**config.mk**
```make
export PLATFORM = sky130hd
export DESIGN_NAME = ristretto_mem_port_arbiter
export DESIGN_NICKNAME = d
export VERILOG_FILES = /design/src/rtl/ristretto_pkg.sv /design/src/rtl/ristretto_arb_id_fifo.sv /design/src/rtl/ristretto_mem_port_arbiter.sv
export SDC_FILE = /design/constraint.sdc
export NUM_CORES = 1
export LEC_CHECK = 0
export CAP_MARGIN = 20
export CORE_MARGIN = 2
export CORE_UTILIZATION = 44
export DETAILED_ROUTE_END_ITERATION = 10
export HOLD_SLACK_MARGIN = 0.08
export PLACE_DENSITY = 0.93
export SLEW_MARGIN = 25
export SYNTH_ARGS = -nofsm -noshare
export SYNTH_HDL_FRONTEND = slang
export SYNTH_SLANG_ARGS = --single-unit
```
**constraint.sdc**
```tcl
create_clock -name clk_i -period 5.1 [get_ports clk_i]
set_input_delay 1.53 -clock clk_i [delete_from_list [all_inputs] [get_ports clk_i]]
set_output_delay 1.53 -clock clk_i [all_outputs]
set_load 0.01 [all_outputs]
```
**src/rtl/ristretto_pkg.sv**
```systemverilog
// ristretto_pkg
//   Shared types for the Ristretto core's memory-port arbiter.
//   arb_src_e : which requester issued a bus transaction (IF or LSU).
//   arb_id_t  : one in-flight transaction tag; squash marks a fetch whose
//               response must be dropped because the front end was flushed.
package ristretto_pkg;

    typedef enum logic {
        ARB_SRC_IF  = 1'b0,
        ARB_SRC_LSU = 1'b1
    } arb_src_e;

    typedef struct packed {
        arb_src_e src;
        logic     squash;
    } arb_id_t;

endpackage

```
**src/rtl/ristretto_arb_id_fifo.sv**
```systemverilog
// ristretto_arb_id_fifo
//   Ordered queue of in-flight transaction IDs. The bus returns responses in
//   issue order, so the head always names the issuer of the next rvalid.
// Ports:
//   clk_i, rst_i   clock, asynchronous active-high reset
//   push_i         enqueue push_id_i (ignored when full)
//   push_id_i      ID of the transaction granted this cycle
//   pop_i          dequeue the head (ignored when empty)
//   squash_if_i    mark every IF entry, including one pushed now, as squashed
//   head_o         registered head entry
//   count_o        number of entries held
//   empty_o        count_o == 0
module ristretto_arb_id_fifo
    import ristretto_pkg::*;
#(
    parameter  int unsigned Depth = 2,
    localparam int unsigned CntW  = $clog2(Depth + 1)
) (
    input  logic            clk_i,
    input  logic            rst_i,
    input  logic            push_i,
    input  arb_id_t         push_id_i,
    input  logic            pop_i,
    input  logic            squash_if_i,
    output arb_id_t         head_o,
    output logic [CntW-1:0] count_o,
    output logic            empty_o
);

    localparam int unsigned PtrW = (Depth > 1) ? $clog2(Depth) : 1;

    arb_id_t         entries_q [Depth];
    arb_id_t         entries_d [Depth];
    logic [PtrW-1:0] wr_ptr_q, wr_ptr_d;
    logic [PtrW-1:0] rd_ptr_q, rd_ptr_d;
    logic [CntW-1:0] cnt_q, cnt_d;
    logic            do_push, do_pop;

    function automatic logic [PtrW-1:0] ptr_inc(input logic [PtrW-1:0] p);
        return (p == PtrW'(Depth - 1)) ? '0 : p + 1'b1;
    endfunction

    assign empty_o = (cnt_q == '0);
    assign do_push = push_i && (cnt_q != CntW'(Depth));
    assign do_pop  = pop_i && !empty_o;
    assign head_o  = entries_q[rd_ptr_q];
    assign count_o = cnt_q;

    // NOTE: every signal written here gets a default first, otherwise the
    // paths that skip an assignment infer a latch.
    always_comb begin
        entries_d = entries_q;
        wr_ptr_d  = wr_ptr_q;
        rd_ptr_d  = rd_ptr_q;
        cnt_d     = cnt_q;

        if (squash_if_i) begin
            for (int i = 0; i < int'(Depth); i++) begin
                if (entries_q[i].src == ARB_SRC_IF) begin
                    entries_d[i].squash = 1'b1;
                end
            end
        end

        if (do_push) begin
            entries_d[wr_ptr_q] = push_id_i;
            if (squash_if_i && push_id_i.src == ARB_SRC_IF) begin
                entries_d[wr_ptr_q].squash = 1'b1;
            end
            wr_ptr_d = ptr_inc(wr_ptr_q);
        end

        if (do_pop) begin
            rd_ptr_d = ptr_inc(rd_ptr_q);
        end

        case ({do_push, do_pop})
            2'b10:   cnt_d = cnt_q + 1'b1;
            2'b01:   cnt_d = cnt_q - 1'b1;
            default: cnt_d = cnt_q;
        endcase
    end

    // NOTE: state is updated with non-blocking assignments so every register
    // samples pre-edge values regardless of statement order.
    always_ff @(posedge clk_i or posedge rst_i) begin
        if (rst_i) begin
            // NOTE: the ID storage is reset too; it is only a few bits, and a
            // stale squash/src bit must never route a response after reset.
            for (int i = 0; i < int'(Depth); i++) begin
                entries_q[i] <= '0;
            end
            wr_ptr_q <= '0;
            rd_ptr_q <= '0;
            cnt_q    <= '0;
        end else begin
            entries_q <= entries_d;
            wr_ptr_q  <= wr_ptr_d;
            rd_ptr_q  <= rd_ptr_d;
            cnt_q     <= cnt_d;
        end
    end

endmodule

```
**src/rtl/ristretto_mem_port_arbiter.sv**
```systemverilog
// ristretto_mem_port_arbiter
//   Shares the single OBI-style memory port between instruction fetch (read
//   only) and the load/store unit, and routes in-order responses back to the
//   issuer via an ID queue. Fetch responses in flight at a front-end flush
//   are discarded.
// Configuration macro:
//   RISTRETTO_ARB_STARVE_GUARD_EN  force a fetch after StarveLimit consecutive
//                                  LSU grants while a fetch waits; without it
//                                  the LSU has strict priority.
// Ports:
//   clk_i, rst_i                      clock, asynchronous active-high reset
//   if_req_i/if_addr_i/if_gnt_o       fetch request channel
//   if_rvalid_o/if_rdata_o/if_err_o   fetch response channel
//   if_flush_i                        one-cycle front-end flush
//   lsu_req_i/we/be/addr/wdata, lsu_gnt_o   LSU request channel
//   lsu_rvalid_o/lsu_rdata_o/lsu_err_o      LSU response channel
//   mem_req_o/we/be/addr/wdata, mem_gnt_i   bus request channel
//   mem_rvalid_i/mem_rdata_i/mem_err_i      bus response channel
//   arb_busy_o                        at least one transaction outstanding
module ristretto_mem_port_arbiter
    import ristretto_pkg::*;
#(
    parameter int unsigned DataWidth      = 32,
    parameter int unsigned AddrWidth      = 32,
    parameter int unsigned MaxOutstanding = 2,
    parameter int unsigned StarveLimit    = 4
) (
    input  logic                   clk_i,
    input  logic                   rst_i,
    input  logic                   if_req_i,
    input  logic [AddrWidth-1:0]   if_addr_i,
    output logic                   if_gnt_o,
    output logic                   if_rvalid_o,
    output logic [DataWidth-1:0]   if_rdata_o,
    output logic                   if_err_o,
    input  logic                   if_flush_i,
    input  logic                   lsu_req_i,
    input  logic                   lsu_we_i,
    input  logic [DataWidth/8-1:0] lsu_be_i,
    input  logic [AddrWidth-1:0]   lsu_addr_i,
    input  logic [DataWidth-1:0]   lsu_wdata_i,
    output logic                   lsu_gnt_o,
    output logic                   lsu_rvalid_o,
    output logic [DataWidth-1:0]   lsu_rdata_o,
    output logic                   lsu_err_o,
    output logic                   mem_req_o,
    output logic                   mem_we_o,
    output logic [DataWidth/8-1:0] mem_be_o,
    output logic [AddrWidth-1:0]   mem_addr_o,
    output logic [DataWidth-1:0]   mem_wdata_o,
    input  logic                   mem_gnt_i,
    input  logic                   mem_rvalid_i,
    input  logic [DataWidth-1:0]   mem_rdata_i,
    input  logic                   mem_err_i,
    output logic                   arb_busy_o
);

    localparam int unsigned CntW = $clog2(MaxOutstanding + 1);

    // Lock: a request presented but not granted is replayed unchanged from
    // these registers until the bus accepts it.
    logic                   lock_q, lock_d;
    arb_src_e               lock_src_q, lock_src_d;
    logic                   lock_sq_q, lock_sq_d;   // locked fetch was flushed
    logic                   hold_we_q, hold_we_d;
    logic [DataWidth/8-1:0] hold_be_q, hold_be_d;
    logic [AddrWidth-1:0]   hold_addr_q, hold_addr_d;
    logic [DataWidth-1:0]   hold_wdata_q, hold_wdata_d;

    arb_src_e               sel_src;
    logic                   sel_req, if_req_m, starve_trip, grant, sq_new;
    logic                   live_we;
    logic [DataWidth/8-1:0] live_be;
    logic [AddrWidth-1:0]   live_addr;
    logic [DataWidth-1:0]   live_wdata;
    arb_id_t                push_id, head;
    logic [CntW-1:0]        fifo_cnt;
    logic                   fifo_empty, resp_v;

    always_comb begin
        if_req_m = if_req_i & ~if_flush_i;
        sel_src  = ARB_SRC_IF;
        sel_req  = 1'b0;
        if (lock_q) begin
            sel_src = lock_src_q;
            sel_req = 1'b1;
        end else if (starve_trip && if_req_m) begin
            sel_src = ARB_SRC_IF;
            sel_req = 1'b1;
        end else if (lsu_req_i) begin
            sel_src = ARB_SRC_LSU;
            sel_req = 1'b1;
        end else begin
            sel_src = ARB_SRC_IF;
            sel_req = if_req_m;
        end
    end

    always_comb begin
        if (sel_src == ARB_SRC_IF) begin
            live_we    = 1'b0;
            live_be    = '1;
            live_addr  = if_addr_i;
            live_wdata = '0;
        end else begin
            live_we    = lsu_we_i;
            live_be    = lsu_be_i;
            live_addr  = lsu_addr_i;
            live_wdata = lsu_wdata_i;
        end
    end

    assign mem_req_o   = sel_req && (fifo_cnt < CntW'(MaxOutstanding));
    assign mem_we_o    = mem_req_o && (lock_q ? hold_we_q : live_we);
    assign mem_be_o    = !mem_req_o ? '0 : (lock_q ? hold_be_q    : live_be);
    assign mem_addr_o  = !mem_req_o ? '0 : (lock_q ? hold_addr_q  : live_addr);
    assign mem_wdata_o = !mem_req_o ? '0 : (lock_q ? hold_wdata_q : live_wdata);

    // A fetch granted during a flush, or locked across one, still completes
    // on the bus but is hidden from the front end.
    assign grant     = mem_req_o && mem_gnt_i;
    assign sq_new    = (sel_src == ARB_SRC_IF) && (if_flush_i || (lock_q && lock_sq_q));
    assign if_gnt_o  = grant && (sel_src == ARB_SRC_IF) && !sq_new;
    assign lsu_gnt_o = grant && (sel_src == ARB_SRC_LSU);
    assign push_id   = '{src: sel_src, squash: sq_new};

    always_comb begin
        lock_d       = lock_q;
        lock_src_d   = lock_src_q;
        lock_sq_d    = lock_sq_q;
        hold_we_d    = hold_we_q;
        hold_be_d    = hold_be_q;
        hold_addr_d  = hold_addr_q;
        hold_wdata_d = hold_wdata_q;
        if (mem_req_o && !mem_gnt_i) begin
            lock_d = 1'b1;
            if (!lock_q) begin
                lock_src_d   = sel_src;
                lock_sq_d    = 1'b0;
                hold_we_d    = live_we;
                hold_be_d    = live_be;
                hold_addr_d  = live_addr;
                hold_wdata_d = live_wdata;
            end
            if (if_flush_i && sel_src == ARB_SRC_IF) begin
                lock_sq_d = 1'b1;
            end
        end else if (grant) begin
            lock_d    = 1'b0;
            lock_sq_d = 1'b0;
        end
    end

    always_ff @(posedge clk_i or posedge rst_i) begin
        if (rst_i) begin
            lock_q       <= 1'b0;
            lock_src_q   <= ARB_SRC_IF;
            lock_sq_q    <= 1'b0;
            hold_we_q    <= 1'b0;
            hold_be_q    <= '0;
            hold_addr_q  <= '0;
            hold_wdata_q <= '0;
        end else begin
            lock_q       <= lock_d;
            lock_src_q   <= lock_src_d;
            lock_sq_q    <= lock_sq_d;
            hold_we_q    <= hold_we_d;
            hold_be_q    <= hold_be_d;
            hold_addr_q  <= hold_addr_d;
            hold_wdata_q <= hold_wdata_d;
        end
    end

`ifdef RISTRETTO_ARB_STARVE_GUARD_EN
    localparam int unsigned StarveW = $clog2(StarveLimit + 1);
    logic [StarveW-1:0] starve_q, starve_d;

    // Counts LSU grants that overtook a waiting fetch; saturates at the limit.
    always_comb begin
        starve_d = starve_q;
        if (!if_req_i || (grant && sel_src == ARB_SRC_IF)) begin
            starve_d = '0;
        end else if (grant && sel_src == ARB_SRC_LSU && starve_q < StarveW'(StarveLimit)) begin
            starve_d = starve_q + 1'b1;
        end
    end

    always_ff @(posedge clk_i or posedge rst_i) begin
        if (rst_i) begin
            starve_q <= '0;
        end else begin
            starve_q <= starve_d;
        end
    end

    assign starve_trip = (starve_q >= StarveW'(StarveLimit));
`else
    assign starve_trip = 1'b0;
`endif

    ristretto_arb_id_fifo #(
        .Depth (MaxOutstanding)
    ) u_id_fifo (
        .clk_i       (clk_i),
        .rst_i       (rst_i),
        .push_i      (grant),
        .push_id_i   (push_id),
        .pop_i       (mem_rvalid_i),
        .squash_if_i (if_flush_i),
        .head_o      (head),
        .count_o     (fifo_cnt),
        .empty_o     (fifo_empty)
    );

    // A response with nothing outstanding (e.g. stale after reset) is dropped.
    assign resp_v       = mem_rvalid_i && !fifo_empty;
    assign if_rvalid_o  = resp_v && (head.src == ARB_SRC_IF) && !head.squash;
    assign lsu_rvalid_o = resp_v && (head.src == ARB_SRC_LSU);
    assign if_rdata_o   = if_rvalid_o  ? mem_rdata_i : '0;
    assign lsu_rdata_o  = lsu_rvalid_o ? mem_rdata_i : '0;
    assign if_err_o     = if_rvalid_o  && mem_err_i;
    assign lsu_err_o    = lsu_rvalid_o && mem_err_i;
    assign arb_busy_o   = !fifo_empty;

    a_param_range: assert property (@(posedge clk_i)
        (MaxOutstanding >= 1) && (MaxOutstanding <= 4) && (StarveLimit >= 1))
        else $error("arbiter parameters out of range");

    a_no_orphan_rvalid: assert property (@(posedge clk_i) disable iff (rst_i)
        mem_rvalid_i |-> !fifo_empty)
        else $error("rvalid with no outstanding transaction");

endmodule

```
==> impl_metrics.env, run 1 <==
export IMPL_dr_pass1_iters=4
export IMPL_slew_headroom_pct=43.30
export IMPL_drc=0
export IMPL_status="finished, final reports clean"
export IMPL_synth_adder_area_share_pct=0.2232
export IMPL_layout_commonest_cell="clkdlybuf4s50_1"
export IMPL_fin_crit_sh_pct=96.33
export IMPL_setup_viol=0
export IMPL_area_growth_pct=57.71
export IMPL_post_place_ws_ns=0.1963
export IMPL_worstSetupPathType="in2out"
export IMPL_critPathLaunchType="input port"
export IMPL_initial_utilization_pct=44.79
export IMPL_hold_buffers=0
export IMPL_ys_types=35
export IMPL_p_leak_nw=3.649
export IMPL_slew_violations=0
export IMPL_globalRouteTotalUtil_pct=22.32
export IMPL_syn_area_sq_um=5607
export IMPL_io_pins=282
export IMPL_routed_wl_microns=15740
export IMPL_n_antenna_cell=0
export IMPL_critPathMaxStageDelay_ns=0.56
export IMPL_most_common_layout_cells="clkdlybuf4s50_1 (280), and2_1 (94), dfrtp_1 (79), mux2_4 (65), nand2_1 (44)"
export IMPL_cts_resized=0
export IMPL_cts_tree="yes"
export IMPL_power_density_nw_per_um2=458.3
export IMPL_syn_nets=698
export IMPL_grt_pass1_wl_microns=23600
export IMPL_slowest_stage="clkdlybuf4s50_1"
export IMPL_path_buf_inv=3
export IMPL_synth_ff_type="dfrtp_1"
export IMPL_place_gp_congestion=0.7997
export IMPL_synth_seq_cells=80
export IMPL_path_delay_family="buffers and inverters"
export IMPL_dp_cells=980
export IMPL_yosys_warnings=0
export IMPL_synth_top_area_cell="dfrtp_1"
export IMPL_dpl_hpwl_microns=11680
export IMPL_cp_data_arrival_time_ns=3.38
export IMPL_grt_ovfl_total=0
export IMPL_ys_seq_area_share_pct=35.71
export IMPL_rsz0062_at_grt="false"
export IMPL_antenna_found_initial=0
export IMPL_fin_ws_ns=0.1870
export IMPL_drv_cap=0
export IMPL_worstPathCellList="clkdlybuf4s50_1, nand2b_1, a21o_1, buf_12, a21oi_1, clkdlybuf4s50_1"
export IMPL_design_power_total_mw=4.052
export IMPL_worstPathRequired_ns=3.57
export IMPL_finalHoldViolations=0
export IMPL_vias_per_cell=4.930
export IMPL_numCtsBuffers=9
export IMPL_grt_pass1_vias=4773
export IMPL_worstSkewPairLatency_ns=0.33
export IMPL_syn_area_per_cell_sq_um=10.08
export IMPL_drtIter0Drc=214
export IMPL_num_vias=4910
export IMPL_synth_xor_area_share_pct=0.7811
export IMPL_grt_max_degree=89
export IMPL_synth_area_leaders="dfrtp_1 (36%), mux2_4 (17%), and2_1 (10%)"
export IMPL_vdd_ir_drop_max_uv=308.8
export IMPL_max_clock_path_buffers=2
export IMPL_synth_compound_area_share_pct=5.088
export IMPL_rows=41
export IMPL_die_w_microns=116.9
export IMPL_cp_common_cell="clkdlybuf4s50_1"
export IMPL_htreeDepth=3
export IMPL_synth_top_family_by_area="multiplexers"
export IMPL_layout_cells_non_filler=996
export IMPL_die_h_microns=116.9
export IMPL_routedWlPerCell_microns=15.80
export IMPL_synth_simple_area_share_pct=21.67
export IMPL_postRouteAntennaNets=0
export IMPL_drive_gt1_share_pct=15.53
export IMPL_clkSlewWorstSetupHoldPaths_ns=0.06
export IMPL_synthArstFlopShare_pct=100.0
export IMPL_worst_pin_slew_ns=0.8505
export IMPL_cp_end_kind="primary output"
export IMPL_hold_class="reg2reg"
export IMPL_die_area_sq_um=13660
export IMPL_min_period_ns=4.913
export IMPL_muxShareOfSynthArea_pct=31.51
export IMPL_postCtsSetupBuffers=0
export IMPL_nets=961
export IMPL_max_freq_ghz=0.2035
export IMPL_port_buffers=281
export IMPL_setup_tns_final_ns=0
export IMPL_crit_path_max_fanout=39
export IMPL_clock_sinks=80
export IMPL_fin_worst_skew_ns=0.005589
export IMPL_cts_root_buf="clkbuf_16"
export IMPL_synth_enable_flop_cells=0
export IMPL_yosys_area_top_type_share_pct=35.71
export IMPL_syn_inst=556
export IMPL_core_area_sq_um=12520
-- area by class of cell --
type / count / area, sq um
Clock buffer: 10 / 239.0
Clock inverter: 6 / 50.05
Fill cell: 984 / 3675
Inverter: 12 / 46.29
Multi-Input combinational cell: 422 / 3331
Sequential cell: 80 / 2006
Tap cell: 172 / 215.2
Timing Repair Buffer: 294 / 2955
-- metal layers --
metal	track usage, %	share of wire (%)	wire [microns]
met1	25.80	39	6091
met5	0	0	0
met2	40.39	52	8123
met3	5.304	7.3	1147
met4	7.843	2.4	374
-- synth_stat cells (2+ instances only) --
master	n
clkbuf_1	12
mux2i_1	43
mux2_2	27
xnor2_1	4
mux2_1	5
dfrtp_1	80
and2_1	94
nand2b_1	38
nand2_1	44
buf_2	21
buf_6	7
mux2_4	65
nor2b_1	7
buf_1	2
a21oi_1	34
inv_1	12
o21ai_0	6
nor2_1	37
o21ai_1	2
-- flip-flops by register name, summed over array words and instances, names as in the netlist, 2 cells and up, named ones only --
name                 flops
hold_be_q                4
u_id_fifo.count_o        2
u_id_fifo.entries_q      2
hold_addr_q             32
hold_wdata_q            32
-- metrics by stage --
step	hold slack [ns]	utilization (%)	cell area (sq um)
after CTS	0.5140	70.64	8842
after floorplan	0.4816	-	5607
after global placement	0.4907	68.33	8553
after global routing	0.5240	70.64	8842
after detailed placement	0.4924	68.33	8553
final	0.5110	70.64	8842
-- logic make-up after synthesis --
group,Yosys count
AND/OR/NAND/NOR,226
multiplexers,140
flip-flops,80
buffers and inverters,54
AO/OA/AOI/OAI,50
XOR/XNOR,5
adder cells (fa/ha/maj),1
-- final timing paths --
check	start	to	slack, ns	depth (start not counted)
setup / recovery	if_flush_i	mem_be_o[2]	0.19	6
hold reg to reg	hold_wdata_q[29]$_DFFE_PP0P_	hold_wdata_q[29]$_DFFE_PP0P_	0.51	1
max in group asynchronous	rst_i	hold_wdata_q[7]$_DFFE_PP0P_	2.54	3
setup reg to reg	lock_q$_DFFE_PP0P_	hold_addr_q[12]$_DFFE_PP0P_	2.60	4
min in group asynchronous	rst_i	hold_addr_q[13]$_DFFE_PP0P_	1.62	2
hold / removal	hold_wdata_q[29]$_DFFE_PP0P_	hold_wdata_q[29]$_DFFE_PP0P_	0.51	1
-- where the power goes --
group          internal (mW)  switching [mW]
combinational           1.35           0.858
clock                  0.350           0.266
sequential             0.948           0.284
Note: power is estimated with default switching activity, not from simulation.
==> inputs of run 2 (changes only) <==
- SKIP_CTS_REPAIR_TIMING: unset -> 1
==> results of run 2 <==
No change in the layout: final DEF, timing and power equal those of run 1.
